$ cat src/rtl/nibble_fifo_pkg.sv
// Shared types and constants for the nibble FIFO buffer stage.
package nibble_fifo_pkg;

  // Word width produced by the upstream 4-bit D-register stage.
  localparam int NIBBLE_W = 4;

  // Default number of storage entries (power of two, at least 2).
  localparam int FIFO_DEPTH_DFLT = 8;

  typedef logic [NIBBLE_W-1:0] nibble_t;

endpackage : nibble_fifo_pkg

$ cat src/rtl/nibble_fifo_mem.sv
// DEPTH x WIDTH register array: one clocked write port, one combinational read port.
module nibble_fifo_mem
  import nibble_fifo_pkg::*;
#(
  parameter int WIDTH = NIBBLE_W,
  parameter int DEPTH = FIFO_DEPTH_DFLT,
  parameter int AW    = $clog2(DEPTH)
) (
  input  logic             clk,
  input  logic             we,
  input  logic [AW-1:0]    waddr,
  input  logic [WIDTH-1:0] wdata,
  input  logic [AW-1:0]    raddr,
  output logic [WIDTH-1:0] rdata
);

  logic [WIDTH-1:0] mem [DEPTH];

  // Store the incoming word at the write address when enabled.
  // NOTE: storage has no reset; validity is tracked by the pointers and count, so clearing it buys nothing.
  always_ff @(posedge clk) begin
    if (we) begin
      mem[waddr] <= wdata;
    end
  end

  // Show-ahead read: the addressed word is visible without a clock.
  assign rdata = mem[raddr];

endmodule : nibble_fifo_mem

$ cat src/rtl/nibble_fifo.sv
// Circular-buffer FIFO decoupling the per-clock nibble stream from a stalling consumer.
module nibble_fifo
  import nibble_fifo_pkg::*;
#(
  parameter int WIDTH = NIBBLE_W,
  parameter int DEPTH = FIFO_DEPTH_DFLT,
  parameter int AW    = $clog2(DEPTH)
) (
  input  logic             clk,
  input  logic             rst_n,
  input  logic             flush,
  input  logic             wr_en,
  input  logic [WIDTH-1:0] wr_data,
  output logic             full,
  input  logic             rd_en,
  output logic [WIDTH-1:0] rd_data,
  output logic             empty,
  output logic [AW:0]      count,
  output logic             overflow,
  output logic             underflow,
  input  logic             err_clr
);

  localparam logic [AW:0] DEPTH_CNT = (AW + 1)'(DEPTH);

  logic [AW-1:0]    wr_ptr;
  logic [AW-1:0]    rd_ptr;
  logic [AW:0]      count_nxt;
  logic             push_ok;
  logic             pop_ok;
  logic             overflow_set;
  logic             underflow_set;
  logic [WIDTH-1:0] mem_rdata;

  // Request qualification: flush swallows both requests and any error they would raise.
  // A push into a full buffer still fits when the head is leaving on the same edge.
  assign push_ok       = !flush && wr_en && (!full || rd_en);
  assign pop_ok        = !flush && rd_en && !empty;
  assign overflow_set  = !flush && wr_en && full && !rd_en;
  assign underflow_set = !flush && rd_en && empty;

  // Next fill level; full/empty are registered from this value.
  // NOTE: assign the default first so every path drives count_nxt and no latch is inferred.
  always_comb begin
    count_nxt = count;
    if (flush) begin
      count_nxt = '0;
    end else if (push_ok && !pop_ok) begin
      count_nxt = count + 1'b1;
    end else if (pop_ok && !push_ok) begin
      count_nxt = count - 1'b1;
    end
  end

  // Pointer, count and status-flag state.
  // NOTE: non-blocking assignments so every register samples pre-edge values, independent of statement order.
  always_ff @(posedge clk or negedge rst_n) begin
    if (!rst_n) begin
      wr_ptr <= '0;
      rd_ptr <= '0;
      count  <= '0;
      empty  <= 1'b1;
      full   <= 1'b0;
    end else begin
      if (flush) begin
        wr_ptr <= '0;
        rd_ptr <= '0;
      end else begin
        if (push_ok) wr_ptr <= wr_ptr + 1'b1;
        if (pop_ok)  rd_ptr <= rd_ptr + 1'b1;
      end
      count <= count_nxt;
      empty <= (count_nxt == '0);
      full  <= (count_nxt == DEPTH_CNT);
    end
  end

  // Sticky error flags: a new error in the same cycle as err_clr leaves the flag set.
  always_ff @(posedge clk or negedge rst_n) begin
    if (!rst_n) begin
      overflow  <= 1'b0;
      underflow <= 1'b0;
    end else begin
      if (overflow_set)      overflow <= 1'b1;
      else if (err_clr)      overflow <= 1'b0;
      if (underflow_set)     underflow <= 1'b1;
      else if (err_clr)      underflow <= 1'b0;
    end
  end

  nibble_fifo_mem #(
    .WIDTH (WIDTH),
    .DEPTH (DEPTH),
    .AW    (AW)
  ) u_mem (
    .clk   (clk),
    .we    (push_ok),
    .waddr (wr_ptr),
    .wdata (wr_data),
    .raddr (rd_ptr),
    .rdata (mem_rdata)
  );

  // Head word is forced to zero while nothing valid is stored.
  assign rd_data = empty ? '0 : mem_rdata;

endmodule : nibble_fifo

$ cat config.mk
export PLATFORM = sky130hd
export DESIGN_NAME = nibble_fifo
export DESIGN_NICKNAME = d
export VERILOG_FILES = /design/src/rtl/nibble_fifo_pkg.sv /design/src/rtl/nibble_fifo_mem.sv /design/src/rtl/nibble_fifo.sv
export SDC_FILE = /design/constraint.sdc
export NUM_CORES = 1
export LEC_CHECK = 0
export CAP_MARGIN = 25
export CORE_UTILIZATION = 50
export DETAILED_ROUTE_END_ITERATION = 10
export PLACE_DENSITY = 0.75
export SYNTH_ARGS = -nofsm -noshare
export SYNTH_HDL_FRONTEND = slang
export SYNTH_SLANG_ARGS = --single-unit
$ cat constraint.sdc
create_clock -name clk -period 1.7 [get_ports clk]
set_clock_uncertainty 0.05 [all_clocks]
set_input_delay 0.34 -clock clk [delete_from_list [all_inputs] [get_ports clk]]
set_output_delay 0.34 -clock clk [all_outputs]
set_load 0.02 [all_outputs]
After elaboration in Yosys (flattened, before gate mapping)
Memories as Yosys holds them, arrays and structs flattened.
Cells that the tools add are included.
{ "totals": {"register_bits": 14, "ram_bits": 32, "input_bits": 10, "output_inout_bits": 12, "word_cells": 47, "mem_count": 1} }
{ "op_classes": {"n_addsub": 4, "n_eq_ne": 1, "mux": 13, "reduce_logical": 21} }
{ "mem_list": {"columns": ["memory", "depth", "width", "rd", "rd_clocked_by_memory_dff", "wr", "line_no", "source"], "rows": [
  ["u_mem.mem", 8, 4, 1, 0, 1, "nibble_fifo_mem.sv:17", "logic [WIDTH-1:0] mem [DEPTH];"]
]} }
{ "op_table": {"columns": ["cell", "n"], "rows": [
  ["two-way mux 4 bit", 4],
  ["two-way mux 3 bit", 4],
  ["logical AND 1 bit", 9],
  ["nonzero test 2 bit", 4],
  ["adder 3 x 1 -> 3 bit (second input constant)", 2],
  ["zero test 1 bit", 6],
  ["two-way mux 1 bit", 5],
  ["adder 4 x 1 -> 4 bit (second input constant)", 1],
  ["== test 4 bit (second input constant)", 1],
  ["zero test 4 bit", 1],
  ["subtractor 4 x 1 -> 4 bit (second input constant)", 1],
  ["logical OR 1 bit", 1]
]} }

Depth between registers and ports, before layout
{ "logic_depth": {"word_depth": 9, "ltp_mapped": 7, "ltp_nobuf": 6} }

By module
From an unflattened synthesis, not the netlist that was laid out.
{ "hier_totals": {"hier_cells": 143, "hier_area_um2": 2090.8} }
{ "modules_own_cells": {"columns": ["module", "n_inst", "cells_each", "area_each_um2", "seq_area_each_um2"], "rows": [
  ["nibble_fifo_mem", 1, 59, 1290.0, 960.9],
  ["nibble_fifo", 1, 84, 800.8, 351.6]
]} }

Least setup slack after synthesis
No wires, ideal clock.
{ "synth_path": {"kind": "register to register", "from": "register full", "to": "memory u_mem.mem[1][0] (netlist name) (enable)", "setup_ns": 0.361, "t_arrival_ns": 1.346, "t_required_ns": 1.289, "path_slack_ns": -0.057, "stages_incl_launch_ff": 5, "path_buffers": 0, "period_less_slack_ns": 1.757, "path_cell_list": "dfrtp_1 -> nor2b_1 -> nor2_1 -> nand2_1 -> nor3_1"} }
{ "synth_via": {"elab_chain_len": 5} }
{ "synth_rtl": {"columns": ["element", "line_no", "source"], "rows": [
  ["from (decl)", "nibble_fifo.sv:14", "output logic full,"],
  ["from (signal assigned)", "nibble_fifo.sv:74", "full <= (count_nxt == DEPTH_CNT);"],
  ["zero test 1 bit", "nibble_fifo.sv:37", "assign push_ok = !flush && wr_en && (!full || rd_en);"],
  ["logical OR 1 bit", "nibble_fifo.sv:37", null],
  ["logical AND 1 bit", "nibble_fifo.sv:37", null],
  ["two-way mux 1 bit", "nibble_fifo_mem.sv:22", "if (we) begin"],
  ["two-way mux 1 bit (implied by the code)", "nibble_fifo_mem.sv:23", "mem[waddr] <= wdata;"],
  ["to (decl)", "nibble_fifo_mem.sv:17", null]
]} }
Every way passes these cells.

Worst setup path in the final report
{ "layout_path": {"from": "register rd_ptr[0]", "to": "output port rd_data[3]"} }
{ "layout_via": {"elab_chain_len": 2} }
{ "layout_rtl": {"columns": ["element", "line_no", "source"], "rows": [
  ["from (decl)", "nibble_fifo.sv:27", "logic [AW-1:0] rd_ptr;"],
  ["from (signal assigned)", "nibble_fifo.sv:70", "if (pop_ok) rd_ptr <= rd_ptr + 1'b1;"],
  ["memory (8 x 4 bit)", null, null],
  ["two-way mux 4 bit", "nibble_fifo.sv:105", "assign rd_data = empty ? '0 : mem_rdata;"],
  ["to (decl)", "nibble_fifo.sv:16", "output logic [WIDTH-1:0] rd_data,"]
]} }
Every way passes these cells.

==> impl_metrics.csv <==
group,metric,value,unit
outcome,status,"finished with violations",
outcome,violations,"setup timing",
power_and_ir_drop,leakage,1.111,nW
sta,whs,0.2529,ns
cts,cts-root-buf,"clkbuf_8",
synthesis,syn-cell-area,2106,µm²
worst_setup_path,max_stage_delay,0.50,ns
route,drc,0,
placed_design,globalplace.congestion,0.7833,
synthesis,avgSynthCellArea,14.32,µm²
route,firstDrtPassIters,4,
grt,grtUsageTotal,0.2138,
worst_setup_path,start_kind,"flip-flop",
cts,cts_buffers,5,
floorplanning,initial_utilization,0.5227,
floorplanning,die_y,66.90,µm
worst_setup_path,crit_arrival,1.72,ns
route,wl,4.207,mm
sta,finalSetupViolations,4,
power_and_ir_drop,ir_drop,0.0004145,V
synthesis,synth_top_family_by_area,"simple AND/OR/NAND/NOR gates",
worst_setup_path,crit_type,"flip-flop to output port",
grt,antenna_found_initial,0,
worst_setup_path,path_delay_family,"multiplexers",
floorplanning,die_area,4475,µm²
sta,finalSetupTns,-1.566,ns
cts,clk_path_buf_depth,2,
synthesis,synth_nets,161,
grt,grt_overflow_total,0,
synthesis,synth_xor_area_frac,0.03684,
layout,area_delta_synth_final,28.76,%
worst_setup_path,crit_chain,"buf_12 -> mux4_2 -> mux2i_1 -> nor2_1 -> buf_2",
layout,antenna_cells,0,
synthesis,synth.area.mux_share,0.1046,
synthesis,ys_seq_elements,46,
floorplanning,rows,23,
sta,finalCritPeriodShare,1.241,
sta,final_hold_viol_count,0,
worst_setup_path,r2r-start,"empty$_DFF_PN1_",
cts,hold_buffers,0,
sta,layout_setup_ws,-0.4105,ns
worst_setup_path,rrSetupSlack,0.08,ns
floorplanning,die_w,66.90,µm
power_and_ir_drop,powerDensity,882.9,nW/µm²
placed_design,hpwlAfterDp,2.902,mm
synthesis,yosys.area_share.simple,0.1384,
route,vias_per_cell,5.327,
route,drt-initial-drc-count,69,
placed_design,port_buffers,21,
route,vias,1337,
layout,n_fill_cell,282,
run,cap_viol_max_count,0,
synthesis,synthAdderAreaFrac,0.02377,
sta,worst_pin_slew,0.4022,ns
route,antenna_left,0,
worst_setup_path,cp_num_buf_inv,2,
synthesis,yosys_warnings,0,
layout,nNetsFinal,214,
cts,worstSkewPairLatency,0.31,ns
floorplanning,ios,22,
synthesis,yosysSeqAreaShare,0.6233,
synthesis,synth.distinct_cells,37,
worst_setup_path,cp.required,1.31,ns
worst_setup_path,crit_path_end_kind,"output port",
route,drt-wirelength-per-cell,16.76,µm
sta,post-route-min-period,2.111,ns
layout,layout_common_cells,"buf_4 (32), edfxtp_1 (32), nor2_1 (19)",
cts,cts.clk_slew.worst_paths,0.09,ns
cts,cts_sinks,46,
worst_setup_path,critical_path.startpoint,"rd_ptr[0]$_DFFE_PN0P_",
grt,grt_pass1_wl,6.561,mm
sta,slew_violations,0,
worst_setup_path,r2r_cells,5,
layout,drive_gt1_frac,0.3582,
worst_setup_path,crit_path_max_fanout,8,
worst_setup_path,crit_end,"rd_data[3]",
power_and_ir_drop,p_total,0.002394,W
grt,grt_pass1_vias,1285,
worst_setup_path,path_depth,5,
cts,htree_levels,2,
worst_hold_path,holdCritPathClass,"input pin to asynchronous set/reset pin",
sta,fmax,473.8,MHz
grt,grt_max_degree,17,
worst_setup_path,r2r_end,"full$_DFF_PN0_",
worst_setup_path,cp_slowest_cell,"mux4_2",
floorplanning,core,4029,µm²
synthesis,synth_compound_area_frac,0.03387,
cts,cts_tree,"done",
synthesis,syn_inst,147,
sta,slew_headroom,0.7319,
sta,rsz0062_at_grt,"yes",
[stage by stage]
stage          instance area [µm²]  std cells    util  worst slack (ns)
3_5_place_dp                  2554        238  0.6339           -0.4636
2_1_floorplan                 2121        147       -           0.02570
5_1_grt                       2711        251  0.6730           -0.5117
3_3_place_gp                  2554        238  0.6339           -0.4379
4_1_cts                       2644        247  0.6562           -0.4232
6_report                      2711        251  0.6730           -0.4105
[synth_stat cells]
cell	count	area (µm²)
a31o_1	1	8.760
buf_1	1	3.750
inv_1	4	15.01
a311oi_1	1	8.760
nand2_2	1	6.260
clkbuf_1	1	3.750
nand2_1	11	41.29
nor2b_1	2	12.51
o21ai_2	1	8.760
and4bb_1	1	12.51
nand3b_1	2	15.01
mux2i_1	4	40.04
or3b_1	1	8.760
a21oi_1	2	10.01
edfxtp_1	32	960.9
mux4_2	8	180.2
nor3_2	1	10.01
o22ai_1	2	12.51
nand2b_1	4	25.02
dlygate4sd1_1	1	8.760
dfstp_2	1	26.28
buf_4	1	7.510
a211oi_1	3	22.52
nor4_1	2	12.51
nor4b_1	1	8.760
nand3_1	1	5.000
xor2_1	4	35.03
nor3b_4	1	18.77
nor3_1	6	30.03
nand2b_4	1	13.76
nor2_1	19	71.32
buf_6	3	33.78
xnor2_1	3	26.28
buf_2	2	10.01
ha_1	4	50.05
dfrtp_1	13	325.3
xnor2_2	1	16.27
[cells by family after synthesis]
kind of cell,count (synthesis)
simple gates,54
flops,46
mux,12
compound gates,10
buf+inv,13
fa+ha+maj,4
xor+xnor,8
[power breakdown]
| group | internal (W) | total [W] | switching [W] | leakage [nW] |
|---|---|---|---|---|
| Clock | 0.000294 | 0.000697 | 0.000403 | 0.0408 |
| Sequential | 0.00124 | 0.00129 | 0.0000472 | 0.473 |
| Combinational | 0.000219 | 0.000410 | 0.000192 | 0.597 |
[area by class of cell]
cell class                      instances  area [µm²]  share of cell area
Sequential cell                        46        1315              0.4850
Timing Repair Buffer                   55       469.2              0.1731
Inverter                                4       15.01            0.005538
Clock buffer                            5       68.82             0.02538
Clock inverter                          3       23.77            0.008768
Multi-Input combinational cell         88       757.0              0.2792
Tap cell                               50       62.56             0.02307
[state kept, by name (all words and copies together) (netlist names)]
name	cells
count	4
empty	1
full	1
overflow	1
rd_ptr	3
u_mem.mem	32
underflow	1
wr_ptr	3
[routing by layer]
metal	GRT usage	share of wire	vias up
li1	-	-	643
met5	0	0	-
met3	0.05651	0.028	5
met1	0.2568	0.43	675
met4	0.09043	0.017	0
met2	0.3598	0.53	14
[how the worst min path moves through the flow]
stage	start	to	slack [ns]	depth (start not counted)
3_5_place_dp	overflow$_DFFE_PN0P_	overflow$_DFFE_PN0P_	0.47	2
2_1_floorplan	rst_n	count[0]$_DFF_PN0_	-0.006	0
6_report	rst_n	count[2]$_DFF_PN0_	0.25	1
3_3_place_gp	underflow$_DFFE_PN0P_	underflow$_DFFE_PN0P_	0.47	2
4_1_cts	rst_n	count[2]$_DFF_PN0_	0.26	1
5_1_grt	rst_n	wr_ptr[1]$_DFFE_PN0P_	0.26	1
[timing repair]
item / 4_1_cts / 5_1_grt
pin swaps: 0 / 4
hold endpoints to repair: 0 / 0
setup buffers: 1 / 4
setup endpoints to repair: 29 / 11
gates resized for setup: 24 / 11
Power figures use the tool's default switching activity.
